`config.mk`:
```
export PLATFORM = sky130hd
export DESIGN_NAME = uart_rx
export DESIGN_NICKNAME = d
export VERILOG_FILES = /design/src/rtl/uart_pkg.sv /design/src/rtl/uart_rx_sampler.sv /design/src/rtl/uart_rx.sv
export SDC_FILE = /design/constraint.sdc
export NUM_CORES = 1
export LEC_CHECK = 0
export ABC_AREA = 0
export CAP_MARGIN = 20
export CORE_MARGIN = 10
export CORE_UTILIZATION = 55
export CTS_BUF_LIST = sky130_fd_sc_hd__clkbuf_8
export CTS_CLUSTER_SIZE = 12
export DETAILED_ROUTE_END_ITERATION = 12
export GPL_TIMING_DRIVEN = 0
export PLACE_DENSITY = 0.78
export SLEW_MARGIN = 10
export SYNTH_ARGS = -nofsm -noshare
export SYNTH_HDL_FRONTEND = slang
export SYNTH_SLANG_ARGS = --single-unit
```
`constraint.sdc`:
```
create_clock -name CLK -period 4.7 [get_ports CLK]
set_input_delay 0.705 -clock CLK [delete_from_list [all_inputs] [get_ports CLK]]
set_output_delay 0.705 -clock CLK [all_outputs]
set_load 0.005 [all_outputs]
```
`src/rtl/uart_pkg.sv`:
```
// Shared UART types and constants.
// Receiver FSM states, legal prescale ratios, default frame width.
package uart_pkg;

   typedef enum logic [2:0] {
      IDLE,
      START,
      DATA,
      PARITY,
      STOP
   } rx_state_t;

   localparam logic [5:0] PRESCALE_8  = 6'd8;
   localparam logic [5:0] PRESCALE_16 = 6'd16;
   localparam logic [5:0] PRESCALE_32 = 6'd32;

   localparam int DEFAULT_DATA_WIDTH = 8;

   // Unsupported ratios fall back to 8x.
   function automatic logic [5:0] eff_prescale(input logic [5:0] p);
      case (p)
         PRESCALE_16: return PRESCALE_16;
         PRESCALE_32: return PRESCALE_32;
         default:     return PRESCALE_8;
      endcase
   endfunction

endpackage

```
`src/rtl/uart_rx_sampler.sv`:
```
// Per-bit oversampling counter with three-sample majority vote.
// Samples around mid-bit, resolves two cycles after the centre.
module uart_rx_sampler
   import uart_pkg::*;
(
   input  logic       clk,
   input  logic       rst_n,
   input  logic       en,
   input  logic       rx_in,
   input  logic [5:0] prescale,
   output logic       sampled_bit,
   output logic       sample_done,
   output logic       bit_end
);

   logic [5:0] p;
   logic [5:0] half;
   logic [5:0] edge_cnt;
   logic [2:0] smp;

   assign p    = eff_prescale(prescale);
   assign half = p >> 1;

   always_ff @(posedge clk or negedge rst_n) begin
      if (!rst_n) begin
         edge_cnt <= '0;
         smp      <= '0;
      end else begin
         if (!en)
            edge_cnt <= '0;
         else if (edge_cnt == p - 6'd1)
            edge_cnt <= '0;
         else
            edge_cnt <= edge_cnt + 6'd1;

         if (en) begin
            if (edge_cnt == half - 6'd1) smp[0] <= rx_in;
            if (edge_cnt == half)        smp[1] <= rx_in;
            if (edge_cnt == half + 6'd1) smp[2] <= rx_in;
         end
      end
   end

   assign sampled_bit = (smp[0] & smp[1]) |
                        (smp[0] & smp[2]) |
                        (smp[1] & smp[2]);
   assign sample_done = en && (edge_cnt == half + 6'd2);
   assign bit_end     = en && (edge_cnt == p - 6'd1);

endmodule

```
`src/rtl/uart_rx.sv`:
```
// Oversampling UART receiver: start/data/parity/stop deserializer.
// Stop bit resolves half a bit early so back-to-back frames are caught.
module uart_rx
   import uart_pkg::*;
#(
   parameter int DATA_WIDTH = DEFAULT_DATA_WIDTH
) (
   input  logic                  CLK,
   input  logic                  RST,
   input  logic                  RX_IN,
   input  logic [5:0]            prescale,
   input  logic                  par_en,
   input  logic                  par_typ,
   output logic [DATA_WIDTH-1:0] p_data,
   output logic                  data_valid,
   output logic                  par_err,
   output logic                  stp_err,
   output logic                  busy
);

   localparam int BW = (DATA_WIDTH > 1) ? $clog2(DATA_WIDTH) : 1;
   localparam logic [BW-1:0] LAST = BW'(DATA_WIDTH - 1);

   rx_state_t             state;
   logic [BW-1:0]         bit_cnt;
   logic [DATA_WIDTH-1:0] shift_reg;
   logic                  par_en_q;
   logic                  par_typ_q;
   logic                  par_fail;
   logic                  sampled_bit;
   logic                  sample_done;
   logic                  bit_end;
   logic                  active;

   assign active = (state != IDLE);

   uart_rx_sampler u_sampler (
      .clk         (CLK),
      .rst_n       (RST),
      .en          (active),
      .rx_in       (RX_IN),
      .prescale    (prescale),
      .sampled_bit (sampled_bit),
      .sample_done (sample_done),
      .bit_end     (bit_end)
   );

   always_ff @(posedge CLK or negedge RST) begin
      if (!RST) begin
         state      <= IDLE;
         bit_cnt    <= '0;
         shift_reg  <= '0;
         par_en_q   <= 1'b0;
         par_typ_q  <= 1'b0;
         par_fail   <= 1'b0;
         p_data     <= '0;
         data_valid <= 1'b0;
         par_err    <= 1'b0;
         stp_err    <= 1'b0;
         busy       <= 1'b0;
      end else begin
         data_valid <= 1'b0;
         par_err    <= 1'b0;
         stp_err    <= 1'b0;
         case (state)
            IDLE: begin
               if (!RX_IN) begin
                  state     <= START;
                  busy      <= 1'b1;
                  par_en_q  <= par_en;
                  par_typ_q <= par_typ;
                  par_fail  <= 1'b0;
                  bit_cnt   <= '0;
               end
            end
            START: begin
               if (sample_done && sampled_bit) begin
                  state <= IDLE;
                  busy  <= 1'b0;
               end else if (bit_end) begin
                  state <= DATA;
               end
            end
            DATA: begin
               if (sample_done)
                  shift_reg[bit_cnt] <= sampled_bit;
               if (bit_end) begin
                  if (bit_cnt == LAST) begin
                     bit_cnt <= '0;
                     state   <= par_en_q ? PARITY : STOP;
                  end else begin
                     bit_cnt <= bit_cnt + BW'(1);
                  end
               end
            end
            PARITY: begin
               if (sample_done)
                  par_fail <= sampled_bit ^ (^shift_reg) ^ par_typ_q;
               if (bit_end)
                  state <= STOP;
            end
            STOP: begin
               if (sample_done) begin
                  state <= IDLE;
                  busy  <= 1'b0;
                  if (!sampled_bit) begin
                     stp_err <= 1'b1;
                  end else if (par_fail) begin
                     par_err <= 1'b1;
                  end else begin
                     p_data     <= shift_reg;
                     data_valid <= 1'b1;
                  end
               end
            end
            default: begin
               state <= IDLE;
               busy  <= 1'b0;
            end
         endcase
      end
   end

endmodule

```
==> impl.org, run 1 <==
** Pwr
- Dividing total power by cell area gives a power density of 475 nW/µm².
- Overall power consumption after layout is estimated at 1.23 mW.
- In this run the static leakage power is 1.16 nW.
- IR analysis of the VDD net gives a maximum drop of 0.337 mV.

** Clocking
- Cell at the root of the clock tree :: sky130_fd_sc_hd__clkbuf_8
- For the worst-skew pair, the clock arrives at the later sink with an insertion delay of 0.29 ns.
- The clock passes through at most 2 buffers.
- In this run the post-CTS setup repair buffer count came out at 0.
- The clock net in this run drives a total of 38 sinks.
- TritonCTS built the clock tree.
- Count of H-tree levels built during CTS :: 2
- After clock tree synthesis, the repair step resized 0 gates.
- The number of clock buffers added by TritonCTS is 5.
- Post-CTS Hold Fix Bufs :: 0
- Clock-pin slew was measured on the worst setup and hold paths at 0.07 ns.

** Setup path
- The setup path with the least slack is of type in2reg.
- The worst setup path is launched from a primary input.
- Worst-case register-to-register setup slack :: 2.36 ns
- Measured in cells, the most critical reg-to-reg path has a length of 6.
- The worst setup path is captured at a flip-flop.
- Among all stages on the critical path, the largest delay is contributed by sky130_fd_sc_hd__nor4b_4.
- Data arrival, critical path :: 3.05 ns
- For this run, the slowest stage of the critical path takes 0.58 ns.
- The worst register-to-register path begins at u_sampler.edge_cnt[3]$_DFF_PN0_.
- Family with the most delay on the worst path :: simple AND/OR/NAND/NOR gates
- Data on the critical path is required at its endpoint by 4.87 ns.
- Crit Path Max Fanout :: 9
- Number of buffer and inverter instances along the worst setup path :: 1
- Critical Path Sink :: p_data[5]$_DFFE_PN0P_
- Counting buffers and inverters, the worst setup path is 6 cells deep.
- Crit path launch :: prescale[1]
- Ordered cell list for the critical path :: clkdlybuf4s50_1 -> nor4_4 -> a41oi_1 -> o211a_4 -> nor4b_4 -> mux2_2
- Worst R2R End :: p_data[5]$_DFFE_PN0P_

** Cells and area
- Reg area :: 951 µm²
- Cells with a size suffix above 1 make up 16.7% of the layout.
- From synthesis to final layout, the design area changed by 20.3%.
- The layout has 285 filler cells.
- Nets :: 262
- Antenna fix cells :: 0
- Area of the multi-input gates :: 1130 µm²
- Commonest non-fill, non-tap cell in the layout :: sky130_fd_sc_hd__dfrtp_1
- The finished layout holds 294 standard cells, fillers aside.
- Top library cells by usage in the layout, fill and taps aside :: 38 x sky130_fd_sc_hd__dfrtp_1, 22 x sky130_fd_sc_hd__nor2_1, 21 x sky130_fd_sc_hd__clkdlybuf4s50_1

** Floorplan
- The die is 82.6 µm wide.
- The initialized floorplan defines 22 standard-cell rows.
- Starting density of the core :: 57.9%
- Io pins :: 23
- The total area inside the core boundary comes to 3720 µm².
- The floorplan step defined a die boundary enclosing 6820 µm².
- Die Height :: 82.6 µm

** Placed design
- Post-Place Cells :: 286
- Worst setup timing slack at the placement stage :: 1.51 ns
- Port buffering added 22 buffers.
- The congestion estimate from routability-driven global placement came to 0.891.
- Detailed placement finished with a half-perimeter wire length of 3180 µm.

** Timing
- Worst Clk Skew :: 0.00700 ns
- Shortest clock period the worst path allows after layout :: 2.88 ns
- Final Max Slew Viols :: 0
- In the final timing run, aggregate negative setup slack is 0 ns.
- The number of hold violations in the final report came to 0.
- For this run, the top clock speed supported by timing is 0.347 GHz.
- The worst path meets setup with 1.82 ns of slack.
- Period Utilization, post-route :: 61.3%
- Relative slew slack :: 59.2%
- Post-Route Hold Slack :: 0.224 ns
- Measured slew at the worst slew-check pin :: 0.609 ns
- Setup repair after global routing left no endpoint under its margin.
- Setup violations remaining at the end of the flow were counted as 0.

** Route
- Summing over every cut layer, the via total after detailed routing is 1661.
- After detailed routing, the number of remaining DRC violations is 0.
- First drt pass iteration count :: 4
- Once detail routing completed, the nets flagged for antenna violations numbered 0.
- 1st-iter DRT viols :: 179
- The final layout contains routed wiring with a total length of 4500 µm.
- In the routed layout, each cell is associated on average with a via count of 5.65.
- Average wire length per cell after detail routing :: 15.3 µm

** Logic synthesis
- Counting flops with a built-in enable in the synthesized netlist gives 0.
- The average instance in the mapped netlist occupies 10.0 µm².
- Number of unique standard cell types used by synthesis :: 43
- Synthesis warning total :: 0
- Counting flops with an async set or reset pin after synthesis yields a share of 100%.
- Most instantiated flip-flop cell in the synthesis netlist :: sky130_fd_sc_hd__dfrtp_1
- Netlist area before placement :: 2150 µm²
- Synthesis handed over a netlist of 215 instances.
- Sequential area share after synthesis :: 44.2%
- Synthesis produced a netlist with a net count of 232.
- Synthesis-stage register bit count :: 38

** GRT
- Entering global routing, the biggest net connects 37 pins.
- Global routing consumed, over all layers together, 14.7% of the routing resources.
- Global routing finished with a remaining overflow of 0.
- The number of global-route vias before repair was 1634.
- The number of antenna violations at the first check in global routing was 0.
- The first global-routing pass estimated 7940 µm of wire.

** Status
- The run finished with clean final reports.

** Flow run
- Max-cap violations in this run came to 0.

** Min path
- Type of the tightest min-delay check :: in2async
## synth_stat cells (all sizes together), types with 3 or more instances
cell | n | area, µm²
inv | 7 | 26.3
nor2 | 22 | 82.6
nor2b | 5 | 31.3
nand3 | 9 | 45.0
and2 | 3 | 18.8
xor2 | 4 | 35.0
dfrtp | 38 | 951
clkbuf | 4 | 15.0
buf | 6 | 30.0
o21ai | 11 | 55.1
mux2 | 19 | 214
a21o | 3 | 22.5
xnor2 | 9 | 78.8
nor3 | 9 | 45.0
nand2b | 3 | 18.8
ha | 6 | 75.1
nand2 | 16 | 60.1
a21oi | 5 | 25.0
nand4 | 6 | 37.5
## metrics by stage
step	util (%)	area, µm²
after floorplan	-	2150
after global placement	65.5	2430
after detailed placement	65.9	2450
after CTS	69.7	2590
after global routing	69.7	2590
final	69.7	2590
## how the worst min path moves through the flow
stage / to / startpoint / slack (ns) / cells past startpoint
2_1_floorplan: bit_cnt[0]$_DFFE_PN0P_ / RST / 0.41 / 0
3_3_place_gp: p_data[0]$_DFFE_PN0P_ / p_data[0]$_DFFE_PN0P_ / 0.49 / 1
3_5_place_dp: par_typ_q$_DFFE_PN0P_ / par_typ_q$_DFFE_PN0P_ / 0.50 / 2
4_1_cts: u_sampler.edge_cnt[2]$_DFF_PN0_ / RST / 0.22 / 1
5_1_grt: u_sampler.edge_cnt[3]$_DFF_PN0_ / RST / 0.21 / 1
6_report: u_sampler.edge_cnt[3]$_DFF_PN0_ / RST / 0.22 / 1
## cell type report
type                    count  area share, %
clock buffers               6           3.19
flip-flops and latches     38           36.7
plain buffers              10           1.74
inverters                   7           1.01
well taps                  48           2.32
multi-input cells         160           43.7
repair buffers             23           9.08
clock inverters             2           2.32
## report_power, final
part	switching (mW)	internal, mW
Clock	0.112	0.226
Combinational	0.281	0.179
Sequential	0.0454	0.385
Total	0.439	0.791
## cells by family (layout without fill, tap and decap cells)
| kind of cell | after synthesis | after routing | synth area share [%] |
|---|---|---|---|
| simple gates | 87 | 87 | 22.4 |
| flops | 38 | 38 | 44.2 |
| compound gates | 34 | 34 | 11.0 |
| mux | 20 | 20 | 10.4 |
| buf+inv | 17 | 48 | 3.31 |
| xor+xnor | 13 | 13 | 5.29 |
| fa+ha+maj | 6 | 6 | 3.49 |
## metal layers
metal | track usage, % | vias to the layer above | routed length [µm] | share of wire, %
met1 | 19.5 | 785 | 2020 | 45
met3 | 4.43 | 6 | 279 | 6.2
met2 | 22.9 | 42 | 2150 | 48
met5 | 0 | - | 0 | 0
li1 | - | 828 | - | -
met4 | 4.18 | 0 | 48 | 1.1
## worst reg2reg max path, cell delays in order, from the launching register on
cell	delay, ns
sky130_fd_sc_hd__dfrtp_1	0.39
sky130_fd_sc_hd__clkbuf_1	0.25
sky130_fd_sc_hd__nor2_1	0.19
sky130_fd_sc_hd__nand4_1	0.17
sky130_fd_sc_hd__o211a_4	0.24
sky130_fd_sc_hd__nor4b_4	0.58
sky130_fd_sc_hd__mux2_2	0.41
No activity file was read; power rests on OpenSTA's default activity.
==> inputs of run 2 (changes only) <==
==> constraint.sdc (replaced) <==
create_clock -name CLK -period 2.9 [get_ports CLK]
set_input_delay 0.435 -clock CLK [delete_from_list [all_inputs] [get_ports CLK]]
set_output_delay 0.435 -clock CLK [all_outputs]
set_load 0.005 [all_outputs]
==> impl.org, run 2 (synthesized netlist as in run 1, its figures left out) <==
** Setup path
- The largest single stage delay on the critical path is 0.58 ns.
- Together, buffers and inverters on the worst path number 1.
- Critical setup path kind :: in2reg
- For the worst setup path, the data arrival time is 2.78 ns.
- Of all nets on the critical path, the largest fanout is 9.
- The worst setup path is captured at a flip-flop.
- STA classifies the critical path startpoint as a primary input.
- STA puts the critical path data required time at 3.07 ns.
- Family with the most delay on the worst path :: simple AND/OR/NAND/NOR gates
- Ordered cell list for the critical path :: clkdlybuf4s50_1 -> nor4_4 -> a41oi_1 -> o211a_4 -> nor4b_4 -> mux2_2
- Slowest cell on the critical path :: sky130_fd_sc_hd__nor4b_4

** Floorplan
- Starting density of the core :: 57.9%
- Std-Cell Core Area :: 3720 µm²
- The floorplan step set the die width to 82.6 µm.
- 23 I/O pins were placed.
- The die covers 6820 µm².
- From bottom edge to top edge, the die measures 82.6 µm.
- Row count :: 22

** Timing
- Worst Clk Skew :: 0.00975 ns
- Timing would allow up to 0.383 GHz.
- Setup repair after global routing left no endpoint under its margin.
- Period Utilization, post-route :: 90.0%
- Setup violations remaining at the end of the flow were counted as 0.
- Final Max Slew Viols :: 0
- Measured against its own limit, the worst slew margin works out to 59.3%.
- Subtracting the final worst setup slack from the clock period gives 2.61 ns.
- The number of hold violations in the final report is 0.
- Final critical-path setup slack :: 0.290 ns
- Setup TNS :: 0 ns
- Measured slew at the worst slew-check pin :: 0.608 ns

** GRT
- The number of antenna violations at the first check in global routing is 0.
- Wire length of the first global-routing pass :: 7980 µm
- Global routing consumed, over all layers together, 14.8% of the routing resources.
- Sum of overflow across all layers after global routing :: 0
- Largest net degree at the start of global routing :: 37
- Via count of the first global-routing pass :: 1643

** Cells and area
- Final design instance area without fill :: 2600 µm²
- Share of final-layout standard cells stronger than drive strength 1 :: 16.6%
- Synthesis-to-finish area growth :: 20.8%
- The number of antenna diodes in the final layout is 0.
- Leaving out fill and tap cells, the most frequent cell in the layout is sky130_fd_sc_hd__dfrtp_1.
- Nets :: 263
- Post-Layout Cell Count :: 295
- Cells fill 70.0% of the core in the end.
- Top library cells by usage in the layout, fill and taps aside :: 38 x sky130_fd_sc_hd__dfrtp_1, 22 x sky130_fd_sc_hd__nor2_1, 21 x sky130_fd_sc_hd__clkdlybuf4s50_1

** Route
- Post-DR vias/cell :: 5.66
- After the first detailed-routing iteration, the DRC count stood at 146.
- After detailed routing, the average wire length per cell comes to 15.2 µm.
- Total wire length after detailed routing :: 4480 µm
- The routed layout has 1670 vias.
- For this run, design rule violations remaining after detail routing come to 0.
- Antenna violation net count after detailed routing :: 0
- First drt pass iteration count :: 4

** Clocking
- After clock tree synthesis, the flow added hold-fix buffers numbering 1.
- Count of H-tree levels built during CTS :: 2
- In this run, post-CTS repair resized a total of 0 instances.
- TritonCTS clock tree :: yes
- TritonCTS buffer count :: 5
- Cell at the root of the clock tree :: sky130_fd_sc_hd__clkbuf_8
- Clock Tree Buf Depth :: 2
- The later pin in the worst-skew pair is clocked with a latency of 0.29 ns.
- CTS saw 38 sinks.
- Clock-pin slew was measured on the worst setup and hold paths at 0.07 ns.
- Buffers added to address setup during post-CTS repair amount to 0.

** Pwr
- The analysis attributes to cell leakage a power of 1.16 nW.
- Max rail drop VDD :: 0.549 mV
- In this run the power density over the cells is 767 nW/µm².

** Status
- The flow ran to the end, and the final reports show no timing, DRC or antenna violations.

** Placed design
- OpenSTA, run right after detailed placement, puts the worst setup slack at -0.0240 ns.
- The count of buffers added on input and output ports is 22.
- The number of placed instances, taps included, is 286.
- Post-detailed-placement cell area :: 2450 µm²
- Half-perimeter wire length after detailed placement :: 3180 µm
- Final GP Congestion :: 0.891

** Min path
- The min-delay analysis places its worst path in the category in2async.

** Flow run
- Max-cap violations in this run came to 0.
## run 2: worst paths after layout
path | slack (ns) | depth (start not counted) | startpoint | to
hold reg to reg | 0.51 | 2 | par_typ_q$_DFFE_PN0P_ | par_typ_q$_DFFE_PN0P_
max in group asynchronous | 2.02 | 3 | RST | u_sampler.edge_cnt[4]$_DFF_PN0_
min in group CLK | 0.51 | 2 | par_typ_q$_DFFE_PN0P_ | par_typ_q$_DFFE_PN0P_
setup / recovery | 0.29 | 6 | prescale[1] | p_data[5]$_DFFE_PN0P_
setup reg to reg | 0.56 | 6 | u_sampler.edge_cnt[3]$_DFF_PN0_ | p_data[5]$_DFFE_PN0P_
hold / removal | 0.49 | 2 | RST | u_sampler.edge_cnt[3]$_DFF_PN0_
## run 2: per-stage QoR
| step | hold WS [ns] | power [mW] |
|---|---|---|
| final | 0.489 | 1.99 |
| after global placement | 0.490 | 1.42 |
| after floorplan | 0.139 | 1.24 |
| after detailed placement | 0.255 | 1.44 |
| after global routing | 0.495 | 2.14 |
| after CTS | 0.481 | 2.00 |
## run 2: layout make-up
cell class,instances,area [µm²]
multi-input combinational,160,1130
fill,284,1110
sequential,38,951
timing repair buffer,24,245
clock buffer,6,82.6
clock inverter,2,60.1
tap,48,60.1
buffer,10,45.0
inverter,7,26.3
## run 2: per-layer routing
metal,global-route usage [%],wire [µm],vias up
met1,19.5,2020,796
li1,-,-,832
met4,4.18,49,0
met5,0,0,-
met3,4.54,261,6
met2,23.0,2150,36
## run 2: report_power, final
| group | total, mW | internal (mW) | switching, mW |
|---|---|---|---|
| Sequential | 0.698 | 0.624 | 0.0732 |
| Clock | 0.552 | 0.367 | 0.185 |
| Combinational | 0.745 | 0.291 | 0.454 |
| Total | 1.99 | 1.28 | 0.712 |
==> inputs of run 3 (changes only) <==
==> constraint.sdc (replaced) <==
create_clock -name CLK -period 2.5 [get_ports CLK]
set_input_delay 0.375 -clock CLK [delete_from_list [all_inputs] [get_ports CLK]]
set_output_delay 0.375 -clock CLK [all_outputs]
set_load 0.005 [all_outputs]
==> impl.org, run 3 (synthesized netlist as in run 1, its figures left out) <==
** Status
- The flow ran to the end, and the final reports show no timing, DRC or antenna violations.

** Cells and area
- Utilization after layout :: 70.3%
- Commonest non-fill, non-tap cell in the layout :: sky130_fd_sc_hd__dfrtp_1
- Top library cells by usage in the layout, fill and taps aside :: 38 x sky130_fd_sc_hd__dfrtp_1, 22 x sky130_fd_sc_hd__nor2_1, 21 x sky130_fd_sc_hd__clkdlybuf4s50_1
- In the final layout, the multi-input gates occupy 1130 µm².
- Summing all flip-flop and latch instances after layout gives 951 µm².
- Relative to the synthesized area, the layout overhead comes to 21.3%.
- Share of final-layout standard cells stronger than drive strength 1 :: 17.3%
- Nets :: 264
- Antenna fix cells :: 0
- Post-Layout Cell Count :: 296
- Fill cells in the final layout number 280.

** GRT
- The first global-routing pass estimated 7980 µm of wire.
- GR met1 Demand/Resource :: 19.2%
- Entering global routing, the biggest net connects 37 pins.
- Antenna violations before repair :: 0
- Global-route usage over all layers :: 14.8%
- met2 is the most crowded layer.
- Routing usage on met2 :: 23.2%
- The number of global-route vias before repair was 1652.
- In the global route stage, met3 resource usage came out at 4.54%.
- Global routing finished with a remaining overflow of 0.

** Floorplan
- Std-Cell Core Area :: 3720 µm²
- The die covers 6820 µm².
- Die Height :: 82.6 µm
- In this run the horizontal extent of the chip is 82.6 µm.
- In this run the core area contains 22 standard-cell rows.
- Once the floorplan was initialized, standard cells occupied 57.9% of the core.
- Pin placement for this block handled 23 I/O pins.

** Route
- In the final routed layout, each cell accounts on average for 15.2 µm.
- Post-DR vias/cell :: 5.68
- Total wire length after detailed routing :: 4510 µm
- Via count :: 1682
- In this run, the number of DRC markers left after iteration 0 of detailed routing was 134.
- Antenna violation net count after detailed routing :: 0
- The first detailed-routing pass ran for 4 iterations.
- After detailed routing, the number of remaining DRC violations is 0.

** Timing
- Count of endpoints failing setup in the final report :: 0
- Headroom to the max-slew limit came out at 67.0%.
- Static timing analysis puts the maximum clock frequency at 0.417 GHz.
- Period Utilization, post-route :: 95.9%
- Post-Route Hold Slack :: 0.428 ns
- Worst Clk Skew :: 0.00793 ns
- RSZ-0062 raised after global routing :: no
- Number of hold violations in the final report :: 0
- At the pin with the least slew margin, the transition time is 0.496 ns.
- After routing, the total negative slack on setup checks comes to 0 ns.
- Shortest clock period the worst path allows after layout :: 2.40 ns
- The number of pins exceeding their max-slew limit in the final report was 0.

** Setup path
- The critical path in this run is classified as in2reg.
- At the worst endpoint, the arrival time is 2.57 ns.
- Kind of start point of the critical path :: primary input
- Nature of the critical path endpoint :: flip-flop
- Along the worst path, the maximum fanout reaches 9.
- At the worst endpoint, the required time is 2.67 ns.

** Clocking
- Cell at the root of the clock tree :: sky130_fd_sc_hd__clkbuf_8
- Clock tree synthesis found a total of 38 sinks.
- TritonCTS buffer count :: 5
- In this run the deepest clock path goes through 2 buffers.
- Worst-skew pair later-pin latency :: 0.29 ns
- TritonCTS built the clock tree.
- Clock slew at the register clock pins of the worst setup and hold paths :: 0.07 ns
- In this run the number of H-tree levels came out at 2.

** Pwr
- The analysis attributes to cell leakage a power of 1.17 nW.
- Total Power :: 2.32 mW
- Power density relative to cell area :: 888 nW/µm²
- Across the VDD grid, the largest voltage drop is 0.636 mV.

** Flow run
- Maximum Capacitance Violations :: 0

** Min path
- Type of the tightest min-delay check :: in2async

** Placed design
- At the end of routability-driven placement, the weighted congestion stood at 0.891.
- Buffers placed on the I/O ports in this run total 22.
- Post-Place Cells :: 286
- Detailed placement ended at an HPWL of 3180 µm.
## run 3: changes by cell type in the layout (fill, tap and decap cells not counted), sizes merged
cell,delta
buf,+1
## run 3: cell type report
class                           instances  area share [%]
Buffer                                 10            1.72
Sequential cell                        38            36.4
Tap cell                               48            2.30
Clock inverter                          2            2.30
Multi-Input combinational cell        160            43.4
Timing Repair Buffer                   25            9.67
Inverter                                7            1.01
Clock buffer                            6            3.16
## run 3: final timing paths
path	from	to	slack [ns]	cells past startpoint
worst max-delay path	prescale[1]	p_data[4]$_DFFE_PN0P_	0.10	7
worst min-delay path	RST	u_sampler.edge_cnt[3]$_DFF_PN0_	0.43	2
max in group asynchronous	RST	u_sampler.edge_cnt[4]$_DFF_PN0_	1.68	3
worst max register to register	u_sampler.edge_cnt[3]$_DFF_PN0_	p_data[4]$_DFFE_PN0P_	0.29	7
worst min register to register	par_typ_q$_DFFE_PN0P_	par_typ_q$_DFFE_PN0P_	0.51	2
min in group CLK	par_typ_q$_DFFE_PN0P_	par_typ_q$_DFFE_PN0P_	0.51	2
## run 3: report_power, final
group,internal [mW],leakage [nW],switching [mW],total [mW]
logic,0.339,0.589,0.532,0.871
registers,0.724,0.507,0.0851,0.810
clock network,0.425,0.0714,0.213,0.638
total,1.49,1.17,0.830,2.32
## run 3: critical path, stage by stage
cell and delay [ns]:
sky130_fd_sc_hd__clkdlybuf4s50_1 0.46, sky130_fd_sc_hd__nor4_4 0.36, sky130_fd_sc_hd__a41oi_1 0.23, sky130_fd_sc_hd__o211a_4 0.32
sky130_fd_sc_hd__nor4b_4 0.27, sky130_fd_sc_hd__buf_4 0.21, sky130_fd_sc_hd__mux2_2 0.35
## run 3: metal layers
layer  wire (µm)  share of wire, %  vias up
met1        2030                45      801
met5           0                 0        -
met4          48               1.1        0
li1            -                 -      835
met3         260               5.8        6
met2        2170                48       40
## run 3: through the flow
| step | instance area [µm²] | setup WS [ns] |
|---|---|---|
| 2_1_floorplan | 2150 | 0.405 |
| 4_1_cts | 2610 | 0.121 |
| 3_3_place_gp | 2430 | -0.332 |
| 5_1_grt | 2610 | 0.0200 |
| 6_report | 2610 | 0.103 |
| 3_5_place_dp | 2450 | -0.364 |
## run 3: timing repair
item                       CTS  global route
gates resized for setup      0             1
pin swaps                    1             0
setup endpoints to repair    8             1
hold endpoints to repair     2             0
buffers inserted             1             0
hold buffers                 1             0
